--- config.mk ---
export PLATFORM = sky130hd
export DESIGN_NAME = bit_serial_add_sequencer
export DESIGN_NICKNAME = d
export VERILOG_FILES = /design/src/rtl/bit_serial_add_sequencer_pkg.sv /design/src/rtl/bsa_lat_timer.sv /design/src/rtl/bit_serial_add_sequencer.sv
export SDC_FILE = /design/constraint.sdc
export NUM_CORES = 1
export LEC_CHECK = 0
export CAP_MARGIN = 20
export CORE_MARGIN = 2
export CORE_UTILIZATION = 56
export CTS_BUF_LIST = sky130_fd_sc_hd__clkbuf_8
export CTS_CLUSTER_DIAMETER = 30
export DETAILED_ROUTE_END_ITERATION = 16
export PLACE_DENSITY = 0.85
export SYNTH_ARGS = -nofsm -noshare
export SYNTH_HDL_FRONTEND = slang
export SYNTH_SLANG_ARGS = --single-unit
--- constraint.sdc ---
create_clock -name clk -period 2.7 [get_ports clk]
set_input_delay 0.54 -clock clk [delete_from_list [all_inputs] [get_ports clk]]
set_output_delay 0.54 -clock clk [all_outputs]
set_load 0.01 [all_outputs]
--- src/rtl/bit_serial_add_sequencer_pkg.sv ---
// Shared definitions for the bit-serial add sequencer.
//   bsa_state_e : controller states (IDLE, ISSUE, WAIT, DONE)
//   bsa_idx_w   : width of the bit index for a given operand width
//   bsa_cnt_w   : width of the latency down-counter for a given adder latency
package bit_serial_add_sequencer_pkg;

  typedef enum logic [1:0] {
    IDLE  = 2'd0,
    ISSUE = 2'd1,
    WAIT  = 2'd2,
    DONE  = 2'd3
  } bsa_state_e;

  localparam int BSA_MIN_W = 1;

  // Bit index must address bits 0..width-1.
  function automatic int bsa_idx_w(input int width);
    return (width > 1) ? $clog2(width) : BSA_MIN_W;
  endfunction

  // Counter holds values 0..fa_lat-1; sized for fa_lat+1 so fa_lat=1 still gets one bit.
  function automatic int bsa_cnt_w(input int fa_lat);
    return (fa_lat > 0) ? $clog2(fa_lat + 1) : BSA_MIN_W;
  endfunction

endpackage

--- src/rtl/bsa_lat_timer.sv ---
// Loadable down-counter that marks when the adder result for the last issued
// bit triple is available.
//   clk, rst_n : clock, asynchronous active-low reset
//   load       : reload with FA_LAT-1 (asserted in the issue cycle)
//   en         : count down while waiting; holds at zero, never wraps
//   zero       : counter reads zero (FA_LAT cycles after the load cycle)
module bsa_lat_timer
  import bit_serial_add_sequencer_pkg::*;
#(
  parameter int FA_LAT = 8
) (
  input  logic clk,
  input  logic rst_n,
  input  logic load,
  input  logic en,
  output logic zero
);

  localparam int CNT_W = bsa_cnt_w(FA_LAT);
  localparam logic [CNT_W-1:0] LOAD_VAL = CNT_W'(FA_LAT - 1);

  logic [CNT_W-1:0] cnt_q;

  always_ff @(posedge clk or negedge rst_n) begin
    if (!rst_n) begin
      cnt_q <= '0;
    end else if (load) begin
      cnt_q <= LOAD_VAL;
    end else if (en && (cnt_q != '0)) begin
      cnt_q <= cnt_q - 1'b1;
    end
  end

  assign zero = (cnt_q == '0);

endmodule

--- src/rtl/bit_serial_add_sequencer.sv ---
// Bit-serial WIDTH-bit adder controller driving an external fixed-latency
// full adder, LSB first, carry fed back from fa_cout.
//   in_valid/in_ready, in_a, in_b, in_cin : operand transaction
//   fa_a, fa_b, fa_c, fa_issue            : bit triple to the adder (zero unless issuing)
//   fa_s, fa_cout                         : adder results, FA_LAT cycles after issue
//   out_valid/out_ready, out_sum,
//   out_cout, out_ovf                     : result transaction, held under backpressure
module bit_serial_add_sequencer
  import bit_serial_add_sequencer_pkg::*;
#(
  parameter int WIDTH  = 8,
  parameter int FA_LAT = 8
) (
  input  logic             clk,
  input  logic             rst_n,
  input  logic             in_valid,
  output logic             in_ready,
  input  logic [WIDTH-1:0] in_a,
  input  logic [WIDTH-1:0] in_b,
  input  logic             in_cin,
  output logic             fa_a,
  output logic             fa_b,
  output logic             fa_c,
  output logic             fa_issue,
  input  logic             fa_s,
  input  logic             fa_cout,
  output logic             out_valid,
  input  logic             out_ready,
  output logic [WIDTH-1:0] out_sum,
  output logic             out_cout,
  output logic             out_ovf
);

  localparam int IDX_W = bsa_idx_w(WIDTH);
  localparam logic [IDX_W-1:0] LAST_IDX = IDX_W'(WIDTH - 1);

  bsa_state_e       state_q, state_d;
  logic [WIDTH-1:0] a_q, b_q, sum_q;
  logic [IDX_W-1:0] bit_idx_q;
  logic             carry_q;
  logic             msb_cin_q;
  logic             accept;
  logic             sample;
  logic             last_bit;
  logic             lat_zero;

  // Signed overflow: carry into the MSB differs from carry out of it.
  function automatic logic ovf_of(input logic c_into_msb, input logic c_out_msb);
    return c_into_msb ^ c_out_msb;
  endfunction

  assign accept   = in_valid && in_ready;
  assign sample   = (state_q == WAIT) && lat_zero;
  assign last_bit = (bit_idx_q == LAST_IDX);

  bsa_lat_timer #(
    .FA_LAT (FA_LAT)
  ) u_lat_timer (
    .clk   (clk),
    .rst_n (rst_n),
    .load  (state_q == ISSUE),
    .en    (state_q == WAIT),
    .zero  (lat_zero)
  );

  always_ff @(posedge clk or negedge rst_n) begin
    if (!rst_n) begin
      state_q <= IDLE;
    end else begin
      state_q <= state_d;
    end
  end

  always_comb begin
    state_d   = state_q;
    in_ready  = 1'b0;
    fa_issue  = 1'b0;
    fa_a      = 1'b0;
    fa_b      = 1'b0;
    fa_c      = 1'b0;
    out_valid = 1'b0;
    unique case (state_q)
      IDLE: begin
        in_ready = 1'b1;
        if (in_valid) state_d = ISSUE;
      end
      ISSUE: begin
        fa_issue = 1'b1;
        fa_a     = a_q[bit_idx_q];
        fa_b     = b_q[bit_idx_q];
        fa_c     = carry_q;
        state_d  = WAIT;
      end
      WAIT: begin
        if (lat_zero) state_d = last_bit ? DONE : ISSUE;
      end
      DONE: begin
        out_valid = 1'b1;
        if (out_ready) state_d = IDLE;
      end
      default: state_d = IDLE;
    endcase
  end

  // Operand capture on accept; one sum bit and the next carry per sample strobe.
  always_ff @(posedge clk or negedge rst_n) begin
    if (!rst_n) begin
      a_q       <= '0;
      b_q       <= '0;
      sum_q     <= '0;
      bit_idx_q <= '0;
      carry_q   <= 1'b0;
      msb_cin_q <= 1'b0;
    end else if (accept) begin
      a_q       <= in_a;
      b_q       <= in_b;
      sum_q     <= '0;
      bit_idx_q <= '0;
      carry_q   <= in_cin;
      msb_cin_q <= 1'b0;
    end else if (sample) begin
      sum_q[bit_idx_q] <= fa_s;
      carry_q          <= fa_cout;
      if (last_bit) begin
        msb_cin_q <= carry_q;
      end else begin
        bit_idx_q <= bit_idx_q + 1'b1;
      end
    end
  end

  // Nothing above changes in DONE, so the result is stable under backpressure.
  assign out_sum  = sum_q;
  assign out_cout = carry_q;
  assign out_ovf  = ovf_of(msb_cin_q, carry_q);

endmodule

==> impl_summary.log, run 1 <==
INFO  metric design.die.area = 0.00368 mm²
INFO  metric total_track_usage = 0.234
INFO  metric hold_start = b_q[1]$_DFFE_PN0P_
INFO  metric final_period_minus_worst_setup_slack = 2.55 ns
INFO  metric placed_area = 0.00219 mm²
INFO  metric tritoncts = built
INFO  metric tightest_slew = 0.691 ns
INFO  metric syn-num-nets = 225
INFO  metric setup_repair_after_global_routing_missed_its_margin = false
INFO  metric slew-limit-headroom = 0.539
INFO  metric pwr_density_cell = 849 mW/mm²
INFO  metric synthesis.area_per_instance = 9.05 µm²
INFO  metric synth_cell_type_count = 33
INFO  metric worst_path_largest_cell_delay = 0.56 ns
INFO  metric worstPathRequired = 2.16 ns
INFO  metric first_global_vias = 1397
INFO  metric ys.warnings.count = 0
INFO  metric clkTransAtPathRegs = 0.07 ns
INFO  metric critical_path.cell_chain = nand2b_1 > nor2_1 > a21oi_1 > a31oi_1 > clkdlybuf4s50_1
INFO  metric fin_hold_ws = 0.478 ns
INFO  metric ios = 39
INFO  metric cts-buffers-inserted = 5
INFO  metric holdCritPathClass = reg -> reg
INFO  metric cts.root.buffer_cell = clkbuf_8
INFO  metric layout_worst_path_cycle_share = 0.946
INFO  metric layout-drive-gt1-share = 0.0678
INFO  metric cts_post_setup_buffers_inserted = 0
INFO  metric initial_core_util = 0.590
INFO  metric nets = 261
INFO  metric vdd.ir_drop.worst = 0.460 mV
INFO  metric drt_pre_antenna_iters = 4
INFO  metric timing.critical_path.fanout_max = 10
INFO  metric final.setup_skew = 0.00523 ns
INFO  metric ctsResizeCount = 1
INFO  metric num_antenna_cells = 0
INFO  metric cts_max_level = 2
INFO  metric seq_total_area_yosys = 0.486
INFO  metric critical_path.startpoint_type = flip-flop
INFO  metric ctsHoldBuffers = 0
INFO  metric critical_path.endpoint_type = primary output
INFO  metric syn_to_final_growth = 26.5%
INFO  metric overflow = 0
INFO  metric total_leakage_power = 0.00101 µW
INFO  metric r2r_start = u_lat_timer.cnt_q[0]$_DFFE_PN0P_
INFO  metric slew_violations = 0
INFO  metric cts_buffer_depth = 2
INFO  metric place.gp.congestion = 0.860
INFO  metric timing.critical_path.from = bit_idx_q[2]$_DFFE_PN0P_
INFO  metric layout.cells.most_common_list = nand2_1 (66), clkdlybuf4s50_1 (38), dfrtp_1 (34), mux2i_1 (14), inv_1 (13)
INFO  metric cts_num_sinks = 35
INFO  metric numPortBuffers = 38
INFO  metric register_bit_total_from_synthesis = 35
INFO  metric post-route-util = 0.746
INFO  metric multi_input_logic_area = 820 µm²
INFO  metric ant_nets = 0
INFO  metric cp.buffers_inverters = 1
INFO  metric synth_top_cell_by_area = dfrtp_1
INFO  metric final_common_cell = nand2_1
INFO  metric post_drt_wl_per_cell = 13.3 µm
INFO  metric totalNegativeSetupSlack = 0 ns
INFO  metric fill_cell_total_of_the_finished_layout = 228
INFO  metric routed_wirelength = 3.73 mm
INFO  metric critical_path_s_slowest_cell = clkdlybuf4s50_1
INFO  metric dpl.hpwl = 2.60 mm
INFO  metric grt_first_pass_wirelength = 6.25 mm
INFO  metric grt_max_degree = 36
INFO  metric crit_type = reg -> out
INFO  metric die_h = 60.7 µm
INFO  metric core_area = 0.00305 mm²
INFO  metric arrival = 2.01 ns
INFO  metric post-synth-top-area-fraction = 0.486
INFO  metric hold_viol = 0
INFO  metric worstSkewPairLatency = 0.29 ns
INFO  metric drt_first_iter_violations = 93
INFO  metric post_synth_main_area_contributors = dfrtp_1 (49%), nand2_1 (14%), mux2i_1 (7.8%)
INFO  metric placement_rows = 20
INFO  metric post_synth_inst_count = 199
INFO  metric result_of_the_run = finished, final reports clean
INFO  metric vias = 1504
INFO  metric drc_errors = 0
INFO  metric synth_area = 0.00180 mm²
INFO  metric ff_latch_area = 877 µm²
INFO  metric timing.critical_path.max_delay_family = buffers and inverters
INFO  metric layout.cell_area.non_filler = 0.00228 mm²
INFO  metric die_x = 60.7 µm
INFO  metric maxCapViolCount = 0
INFO  metric achievable-frequency = 392 MHz
INFO  metric initial_antenna_violation_count = 0
INFO  metric vias_per_cell = 5.37
INFO  metric setup_viol = 0
layer usage:
layer	global-route usage	wire, µm	vias to the layer above
li1	-	-	735
met1	0.308	1610	721
met2	0.373	1910	43
met3	0.0661	175	5
met4	0.0839	32	0
met5	0	0	-
worst reg2reg max path: cells and delay by family (launching register included):
| family | cells | cell delay [ns] |
|---|---|---|
| AND/OR/NAND/NOR | 3 | 1.00 |
| flip-flops | 1 | 0.41 |
| multiplexers | 1 | 0.27 |
| adder cells (fa/ha/maj) | 1 | 0.22 |
| buffers and inverters | 1 | 0.08 |
sequential cells by signal, summed over array words and instances (netlist names):
| register | flops |
|---|---|
| a_q | 8 |
| state_q | 2 |
| u_lat_timer.cnt_q | 4 |
| bit_idx_q | 3 |
| out_sum | 8 |
| b_q | 8 |
| msb_cin_q | 1 |
| out_cout | 1 |
path summary, 6_finish.rpt:
path	to	slack, ns	cells past startpoint
worst max-delay path	fa_a	0.15	5
worst min-delay path	b_q[1]$_DFFE_PN0P_	0.48	2
worst max register to register	bit_idx_q[0]$_DFFE_PN0P_	0.64	6
worst min register to register	b_q[1]$_DFFE_PN0P_	0.48	2
max in group asynchronous	bit_idx_q[1]$_DFFE_PN0P_	1.72	2
min in group asynchronous	msb_cin_q$_DFFE_PN0P_	0.66	2
through the flow:
stage / std cells / setup slack (ns) / power [µW]
2_1_floorplan: 199 / 0.998 / 1320
3_3_place_gp: 272 / 0.302 / 1560
3_5_place_dp: 272 / 0.266 / 1590
4_1_cts: 280 / 0.142 / 1940
5_1_grt: 280 / 0.0343 / 2090
6_report: 280 / 0.147 / 1930
area by class of cell:
type	instances	area share
Tap cell	44	0.0242
Timing Repair Buffer	41	0.177
Inverter	11	0.0181
Clock inverter	3	0.00549
Sequential cell	35	0.385
Multi-Input combinational cell	141	0.360
Clock buffer	5	0.0302
cells by family (layout without fill, tap and decap cells):
group / count (synthesis) / in the layout / share of synthesized area
and+or+nand+nor: 98 / 98 / 0.241
DFF: 35 / 35 / 0.486
AOI/OAI and AO/OA: 24 / 24 / 0.104
buffers and inverters: 23 / 60 / 0.0584
muxes: 15 / 15 / 0.0841
adders and majority gates: 3 / 3 / 0.0209
xor gates and xnor gates: 1 / 1 / 0.00487
report_power, final:
part           internal (µW)  switching, µW
registers                697            161
logic                    338            385
clock network            173            180
total                   1210            726
cell usage after synthesis:
| cell | n |
|---|---|
| a21oi_1 | 6 |
| buf_6 | 1 |
| mux2i_1 | 14 |
| o22ai_1 | 2 |
| and4bb_1 | 1 |
| nand2b_1 | 5 |
| o211ai_1 | 2 |
| o41ai_2 | 1 |
| and3_1 | 1 |
| o32ai_1 | 1 |
| nand2_1 | 66 |
| o21ai_0 | 4 |
| nand3_1 | 3 |
| o311ai_2 | 1 |
| o31ai_1 | 2 |
| a31oi_1 | 2 |
| clkbuf_1 | 2 |
| o21ai_1 | 1 |
| nand4_1 | 1 |
| nand4bb_1 | 1 |
| dfrtp_1 | 35 |
| nand3b_1 | 1 |
| buf_2 | 9 |
| inv_1 | 11 |
| nor4_1 | 3 |
| xor2_1 | 1 |
| nor2_1 | 12 |
| nor3_2 | 2 |
| ha_1 | 3 |
| and2_1 | 2 |
| o311ai_4 | 1 |
| a222oi_1 | 1 |
| mux2_2 | 1 |
Note: power is estimated with default switching activity, not from simulation.
==> inputs of run 2 (changes only) <==
SKIP_LAST_GASP = 1   (was unset)
==> results of run 2 <==
Same layout as run 1: the final DEF is identical, and so are final timing and power.
